**src/rtl/ball_motion_controller.sv**
```systemverilog
// Per-frame ball update: move, player proximity test, collider handshake and wall fold.
// Publishes the resulting position to rendering.
module ball_motion_controller #(
  parameter int START_X         = 320,
  parameter int START_Y         = 240,
  parameter int START_DIR_X     = 2,
  parameter int START_DIR_Y     = 1,
  parameter int HIT_RADIUS      = 16,
  parameter int SETTLE_CYCLES   = 2,
  parameter int COOLDOWN_FRAMES = 4,
  parameter int X_MAX           = 639,
  parameter int Y_MAX           = 479
) (
  input  logic               clk,
  input  logic               rst_n,
  input  logic               frame_tick,
  input  logic [9:0]         player_x,
  input  logic [9:0]         player_y,
  output logic [18:0]        old_ball_x,
  output logic [18:0]        old_ball_y,
  output logic [18:0]        old_ball_dir_x,
  output logic [18:0]        old_ball_dir_y,
  input  logic signed [18:0] new_ball_x,
  input  logic signed [18:0] new_ball_y,
  input  logic signed [18:0] new_ball_dir_x,
  input  logic signed [18:0] new_ball_dir_y,
  output logic [9:0]         ball_x,
  output logic [9:0]         ball_y,
  output logic               busy,
  output logic               update_done,
  output logic [7:0]         hit_count,
  output logic               frame_overrun
);

  typedef enum logic [2:0] {IDLE, MOVE, CHECK, SOLVE, CAPTURE, WALL, DONE} state_t;

  localparam logic signed [18:0] XMAX_S   = 19'(X_MAX);
  localparam logic signed [18:0] YMAX_S   = 19'(Y_MAX);
  localparam logic signed [18:0] RADIUS_S = 19'(HIT_RADIUS);

  state_t             state_q, state_d;
  logic signed [18:0] pos_x_q, pos_x_d, pos_y_q, pos_y_d;
  logic signed [18:0] dir_x_q, dir_x_d, dir_y_q, dir_y_d;
  logic [7:0]         hit_count_q, hit_count_d;
  logic [7:0]         cooldown_q, cooldown_d;
  logic [7:0]         settle_q, settle_d;
  logic               overrun_q, overrun_d;

  logic signed [18:0] dx, dy, fold_x, fold_y;
  logic               flip_x, flip_y, in_radius;

  // Returns {direction flip, folded-and-clamped position} for one axis.
  function automatic logic [19:0] wallFold(input logic signed [18:0] p,
                                           input logic signed [18:0] maxv);
    logic signed [18:0] r;
    logic               flip;
    r    = p;
    flip = 1'b0;
    if (p < 0) begin
      r    = -p;
      flip = 1'b1;
    end else if (p > maxv) begin
      r    = (maxv <<< 1) - p;
      flip = 1'b1;
    end
    if (r < 0) r = '0;
    else if (r > maxv) r = maxv;
    return {flip, r};
  endfunction

  assign dx = pos_x_q - $signed({9'b0, player_x});
  assign dy = pos_y_q - $signed({9'b0, player_y});
  assign in_radius = (dx >= -RADIUS_S) && (dx <= RADIUS_S) &&
                     (dy >= -RADIUS_S) && (dy <= RADIUS_S);
  assign {flip_x, fold_x} = wallFold(pos_x_q, XMAX_S);
  assign {flip_y, fold_y} = wallFold(pos_y_q, YMAX_S);

  always_ff @(posedge clk or negedge rst_n) begin
    if (!rst_n) begin
      state_q     <= IDLE;
      pos_x_q     <= 19'(START_X);
      pos_y_q     <= 19'(START_Y);
      dir_x_q     <= 19'(START_DIR_X);
      dir_y_q     <= 19'(START_DIR_Y);
      hit_count_q <= '0;
      cooldown_q  <= '0;
      settle_q    <= '0;
      overrun_q   <= 1'b0;
    end else begin
      state_q     <= state_d;
      pos_x_q     <= pos_x_d;
      pos_y_q     <= pos_y_d;
      dir_x_q     <= dir_x_d;
      dir_y_q     <= dir_y_d;
      hit_count_q <= hit_count_d;
      cooldown_q  <= cooldown_d;
      settle_q    <= settle_d;
      overrun_q   <= overrun_d;
    end
  end

  always_comb begin
    state_d     = state_q;
    pos_x_d     = pos_x_q;
    pos_y_d     = pos_y_q;
    dir_x_d     = dir_x_q;
    dir_y_d     = dir_y_q;
    hit_count_d = hit_count_q;
    cooldown_d  = cooldown_q;
    settle_d    = settle_q;
    overrun_d   = overrun_q | (frame_tick && (state_q != IDLE));
    case (state_q)
      IDLE: if (frame_tick) state_d = MOVE;
      MOVE: begin
        pos_x_d = pos_x_q + dir_x_q;
        pos_y_d = pos_y_q + dir_y_q;
        state_d = CHECK;
      end
      CHECK: begin
        state_d = WALL;
        if (cooldown_q != 8'd0) begin
          cooldown_d = cooldown_q - 8'd1;
        end else if (in_radius) begin
          // A head-on vertical hit has no usable slope, so it is resolved locally.
          if (dx != 19'sd0) begin
            state_d  = SOLVE;
            settle_d = '0;
          end else begin
            dir_y_d     = -dir_y_q;
            hit_count_d = hit_count_q + 8'd1;
            cooldown_d  = 8'(COOLDOWN_FRAMES);
          end
        end
      end
      SOLVE: begin
        settle_d = settle_q + 8'd1;
        if (settle_q == 8'(SETTLE_CYCLES - 1)) state_d = CAPTURE;
      end
      CAPTURE: begin
        pos_x_d     = new_ball_x;
        pos_y_d     = new_ball_y;
        dir_x_d     = new_ball_dir_x;
        dir_y_d     = new_ball_dir_y;
        hit_count_d = hit_count_q + 8'd1;
        cooldown_d  = 8'(COOLDOWN_FRAMES);
        state_d     = WALL;
      end
      WALL: begin
        pos_x_d = fold_x;
        pos_y_d = fold_y;
        if (flip_x) dir_x_d = -dir_x_q;
        if (flip_y) dir_y_d = -dir_y_q;
        state_d = DONE;
      end
      DONE:    state_d = IDLE;
      default: state_d = IDLE;
    endcase
  end

  assign old_ball_x     = pos_x_q;
  assign old_ball_y     = pos_y_q;
  assign old_ball_dir_x = dir_x_q;
  assign old_ball_dir_y = dir_y_q;
  assign ball_x         = pos_x_q[9:0];
  assign ball_y         = pos_y_q[9:0];
  assign busy           = (state_q != IDLE);
  assign update_done    = (state_q == DONE);
  assign hit_count      = hit_count_q;
  assign frame_overrun  = overrun_q;

endmodule

```
**config.mk**
```make
export PLATFORM = sky130hd
export DESIGN_NAME = ball_motion_controller
export DESIGN_NICKNAME = d
export VERILOG_FILES = /design/src/rtl/ball_motion_controller.sv
export SDC_FILE = /design/constraint.sdc
export NUM_CORES = 1
export LEC_CHECK = 0
export CORE_ASPECT_RATIO = 0.8
export CORE_MARGIN = 3
export CORE_UTILIZATION = 50
export CTS_BUF_LIST = sky130_fd_sc_hd__clkbuf_16
export DETAILED_ROUTE_END_ITERATION = 10
export GPL_ROUTABILITY_DRIVEN = 0
export HOLD_SLACK_MARGIN = 0.06
export PLACE_DENSITY_LB_ADDON = 0.2
export SETUP_SLACK_MARGIN = 0.02
export SLEW_MARGIN = 10
export SYNTH_ARGS = -nofsm -noshare
export SYNTH_HDL_FRONTEND = slang
export SYNTH_SLANG_ARGS = --single-unit
export TNS_END_PERCENT = 30
```
**constraint.sdc**
```tcl
create_clock -name clk -period 5.29 [get_ports clk]
set_clock_uncertainty 0.05 [all_clocks]
set_input_delay 0.529 -clock clk [delete_from_list [all_inputs] [get_ports clk]]
set_output_delay 0.529 -clock clk [all_outputs]
set_load 0.05 [all_outputs]
```
==> Word-level counts from Yosys, hierarchy flattened <==
Cells that the tools add are included.
{ "classes": {"eq_ne": 17, "add_sub_neg": 13, "bitwise_logic": 1, "reduce_logical": 19, "muxes": 39, "magnitude_cmp": 12} }
{ "ops": {"columns": ["op", "n"], "rows": [
  ["2-to-1 mux 19 bit", 13],
  ["case mux 19 bit (3 select lines)", 3],
  ["less-than comparator 19 x 1 -> 1 bit (second input constant)", 4],
  ["negation 19 bit", 4],
  ["2-to-1 mux 8 bit", 9],
  ["case mux 8 bit (2 select lines)", 3],
  ["adder 19 bit", 2],
  ["greater-or-equal comparator 19 x 5 -> 1 bit (second input constant)", 2],
  ["> comparator 19 x 10 -> 1 bit (second input constant)", 2],
  ["> comparator 19 x 11 -> 1 bit (second input constant)", 2],
  ["<= comparator 19 x 6 -> 1 bit (second input constant)", 2],
  ["case mux 19 bit (2 select lines)", 1],
  ["subtractor 19 x 11 -> 19 bit", 2],
  ["nonzero test 19 bit", 1],
  ["subtractor 11 x 19 -> 19 bit (first input constant)", 1],
  ["subtractor 12 x 19 -> 19 bit (first input constant)", 1],
  ["case mux 3 bit (6 select lines)", 1],
  ["adder 8 x 1 -> 8 bit (second input constant)", 2],
  ["inequality test 2 bit (second input constant)", 8],
  ["2-to-1 mux 3 bit", 5],
  ["equality test 3 bit (second input constant)", 3],
  ["nonzero test 3 bit", 3],
  ["equality test 8 x 1 -> 1 bit (second input constant)", 1],
  ["AND reduction 4 bit", 2],
  ["13 further kinds", 24]
]} }
{ "word_totals": {"in_bits": 99, "elab_cells": 110, "reg_bits": 104, "output_inout_bits": 107} }

==> Logic depth before layout (Yosys ltp) <==
{ "depth": {"ltp_word": 8, "depth_mapped": 15, "depth_no_buf": 14} }

==> Worst setup path before layout <==
No wires, ideal clock.
{ "synth_path": {"path_type": "flip-flop to flip-flop", "start": "reg pos_x_q[0], in the netlist old_ball_x[0]", "end": "reg settle_q[4]", "period_less_slack_ns": 4.547, "t_arrival_ns": 4.431, "path_stages_with_launch": 16, "path_slack_ns": 0.743, "path_buffers": 2, "setup_ns": 0.066, "required_time_ns": 5.174, "cell_sequence": "dfrtp_1 clkbuf_1 inv_1 ha_1 fa_1 nor2b_1 o2111a_1 o31a_1 nor2_1 or4_1 or4_1 o32ai_1 a41oi_1 buf_2 or4b_1 nand2_1"} }
{ "synth_between": {"elab_chain_cells": 7, "word_cells_on_any_way": 10, "classes_between": "add/sub (1); order compare (2); eq/ne (2); reduce/logical (5)"} }
{ "synth_rtl": {"columns": ["item", "line", "text"], "rows": [
  ["start: declaration", "42", "logic signed [18:0] pos_x_q, pos_x_d, pos_y_q, pos_y_d;"],
  ["start signal: assignment", "81", "pos_x_q <= 19'(START_X);"],
  ["start signal: assignment", "91", "pos_x_q <= pos_x_d;"],
  ["subtractor 19 x 11 -> 19 bit *", "71", "assign dx = pos_x_q - $signed({9'b0, player_x});"],
  ["greater-or-equal comparator 19 x 5 -> 1 bit or <= comparator 19 x 6 -> 1 bit (tied branches)", "73", "assign in_radius = (dx >= -RADIUS_S) && (dx <= RADIUS_S) &&"],
  ["logical AND 1 bit (2 in series)", "73", null],
  ["logical AND 1 bit", "74", "(dy >= -RADIUS_S) && (dy <= RADIUS_S);"],
  ["inequality test 2 bit (no line)", null, null],
  ["AND reduction 4 bit (no line) *", null, null],
  ["end signal: assignment", "97", "settle_q <= settle_d;"],
  ["end: declaration", "46", "logic [7:0] settle_q, settle_d;"]
]} }
Mark *: on every way between the ends. The rest lies on a longest branch, timed or not.
A chain may end at the register's enable or synchronous reset.

==> Worst setup path in the final report <==
{ "layout_path": {"start": "in player_y[0]", "end": "reg settle_q[3]"} }
{ "layout_between": {"elab_chain_cells": 6, "word_cells_on_any_way": 7, "classes_between": "add/sub (1); order compare (2); eq/ne (1); reduce/logical (3)"} }
{ "layout_rtl": {"columns": ["item", "line", "text"], "rows": [
  ["start: declaration", "18", "input logic [9:0] player_y,"],
  ["subtractor 19 x 11 -> 19 bit *", "72", "assign dy = pos_y_q - $signed({9'b0, player_y});"],
  ["greater-or-equal comparator 19 x 5 -> 1 bit", "74", null],
  ["logical AND 1 bit", "73", null],
  ["logical AND 1 bit *", "74", null],
  ["inequality test 2 bit (no line) *", null, null],
  ["AND reduction 4 bit (no line) *", null, null]
]} }
Marked as above.

==> results.json <==
{
  "outcome": "completed",
  "die_h_um": 135,
  "holdCritPathClass": "in -> async",
  "drtIter0Drc": 1213,
  "synth_cell_types": 82,
  "wire_per_inst_um": 19.6,
  "syn_inst": 1356,
  "numCtsBuffers": 9,
  "vias_per_cell": 6.36,
  "netlist_area_sq_um": 10300,
  "die_area_sq_um": 22500,
  "layout_commonest_cell": "clkdlybuf4s50_1",
  "clk_latency_ns": 0.37,
  "crit-reg2reg-capture": "settle_q[3]$_DFFE_PN0P_",
  "clock-root-buffer": "clkbuf_16",
  "final_cell_mix": "204 x clkdlybuf4s50_1, 123 x nand2_1, 122 x nor2_1, 96 x dfrtp_1, 95 x a21oi_1",
  "clockBufferDepth": 2,
  "async_reset_ff_share_pct": 100,
  "drcViolationCount": 0,
  "multiInputGateArea_sq_um": 7090,
  "antenna_cells": 0,
  "finalNonFillerCells": 1788,
  "pin_count": 206,
  "rsz0062_at_grt": "no",
  "cts_tree": "done",
  "cap_violations": 0,
  "grt_pass1_vias": 10338,
  "ys_warn_count": 0,
  "crit_path_end_kind": "register",
  "ys_ff_latch": 104,
  "relSlewSlack_pct": 19.5,
  "synth-main-ff-cell": "dfrtp_1",
  "antenna_found_initial": 0,
  "synth_edf_count": 0,
  "worstRegToRegCells": 15,
  "clock.fmax_mhz": 220,
  "cts_setup_buffers": 0,
  "path_clk_slew_ns": 0.08,
  "num_rows": 46,
  "gr-total-overflow": 0,
  "r2r_start": "old_ball_y[0]$_DFFE_PN0P_",
  "hold_buffers": 0,
  "setup_violations": 0,
  "syn_area_per_cell_sq_um": 7.63,
  "slew_viol_final": 0,
  "worst_pin_slew_ns": 1.21,
  "area_growth_pct": 24.6,
  "critical_path_class": "in -> reg",
  "port-buffer-count": 205,
  "firstDrtPassIters": 6,
  "cts_num_sinks": 104,
  "reg2reg_slack_ns": 0.82,
  "fp.dieW_um": 167,
  "grt_max_degree": 66,
  "routed_wl_mm": 35.1,
  "initial_core_util_pct": 51.5,
  "grt_pass1_wl_mm": 55.7,
  "yosysSeqAreaShare_pct": 25.2,
  "finalCritPeriodShare_pct": 85.9,
  "cts_resized": 0,
  "num_vias": 11379,
  "ant_nets": 0,
  "crit_path_start_kind": "primary input",
  "cts_max_level": 3,
  "post-dp-hpwl_mm": 26.6,
  "dpl.cell_count": 1772,
  "ff_latch_area_sq_um": 2610,
  "drive_gt1_share_pct": 4.99,
  "hold_viol": 0,
  "track_usage_pct": 30.2,
  "nNetsFinal": 1690,
  "finalCriticalPeriod_ns": 4.55,
  "path_max_fanout": 11,
  "tns_ns": 0,
  "arrival_ns": 4.80,
  "core_sq_um": 20100,
  "nFillCells": 1764,
  "required_ns": 5.55,
  "syn_nets": 1527
}
==> synth_stat cells (all sizes together), types with 19 or more instances <==
cell | instances | area [sq um]
xnor2 | 39 | 342
ha | 68 | 851
inv | 67 | 251
buf | 26 | 188
xor2 | 28 | 245
nor2 | 123 | 462
nor3 | 48 | 240
nand2 | 123 | 462
a31oi | 19 | 119
o21ai | 125 | 626
or3 | 41 | 257
a22oi | 47 | 353
dfrtp | 96 | 2400
a21oi | 95 | 475
clkbuf | 58 | 218
nand3 | 34 | 170
==> cells by family (layout without fill, tap and decap cells) <==
kind of cell | after synthesis | after routing | share of synthesized area [%]
AO/OA/AOI/OAI | 455 | 455 | 28.6
XOR/XNOR | 67 | 67 | 5.67
adder cells (fa/ha/maj) | 72 | 72 | 9.00
buffers and inverters | 152 | 320 | 6.38
flip-flops | 104 | 104 | 25.2
multiplexers | 12 | 12 | 1.20
AND/OR/NAND/NOR | 494 | 494 | 24.0
==> worst max-delay path, stage by stage <==
cell             delay (ns)
clkdlybuf4s50_1        0.47
ha_1                   0.15
inv_1                  0.05
fa_1                   0.41
a211oi_1               0.34
o21ai_1                0.17
a211o_1                0.33
a211oi_1               0.29
xnor2_1                0.09
or4_1                  0.52
o32ai_2                0.44
a41oi_1                0.20
buf_4                  0.21
or4b_1                 0.50
nand2_1                0.08
==> area by class of cell <==
type | instances | share of cell area [%]
flip-flops and latches | 104 | 20.3
clock buffers | 9 | 1.75
clock inverters | 7 | 0.757
inverters | 68 | 1.98
multi-input cells | 1100 | 55.0
well taps | 264 | 2.56
repair buffers | 236 | 17.7
==> registers in the layout, indices dropped and copies added, names as in the netlist <==
register / cells
cooldown_q: 8
frame_overrun: 1
hit_count: 8
old_ball_dir_x: 19
old_ball_dir_y: 19
old_ball_x: 19
old_ball_y: 19
settle_q: 8
state_q: 3
==> worst max path at each step <==
| stage | startpoint | to | slack (ns) | depth (start not counted) |
|---|---|---|---|---|
| after floorplan | old_ball_x[0]$_DFFE_PN0P_ | settle_q[4]$_DFFE_PN0P_ | 0.74 | 15 |
| final | player_y[0] | settle_q[3]$_DFFE_PN0P_ | 0.74 | 15 |
| after detailed placement | player_y[0] | settle_q[3]$_DFFE_PN0P_ | 0.37 | 15 |
| after global routing | player_y[0] | settle_q[4]$_DFFE_PN0P_ | 0.53 | 15 |
| after global placement | player_y[0] | settle_q[4]$_DFFE_PN0P_ | 0.48 | 15 |
| after CTS | player_y[0] | settle_q[3]$_DFFE_PN0P_ | 0.74 | 15 |
==> metal layers <==
| layer | share of wire, % | global-route usage (%) |
|---|---|---|
| met1 | 45 | 44.4 |
| met2 | 43 | 45.1 |
| met3 | 9.6 | 7.05 |
| met4 | 2.0 | 7.01 |
| met5 | 0 | 0 |
==> metrics by stage <==
step                      instance area [sq um]  utilization [%]  hold slack [ns]  worst slack (ns)
after floorplan                           10300                -            0.183             0.743
after detailed placement                  12600             62.6            0.393             0.368
after global placement                    12600             62.6            0.394             0.479
after global routing                      12900             64.2            0.294             0.529
after CTS                                 12900             64.2            0.246             0.744
final                                     12900             64.2            0.225             0.745
Power is left out: the tool's default activity adds up to more than one toggle a clock period on the data nets, which glitch-free logic cannot reach.
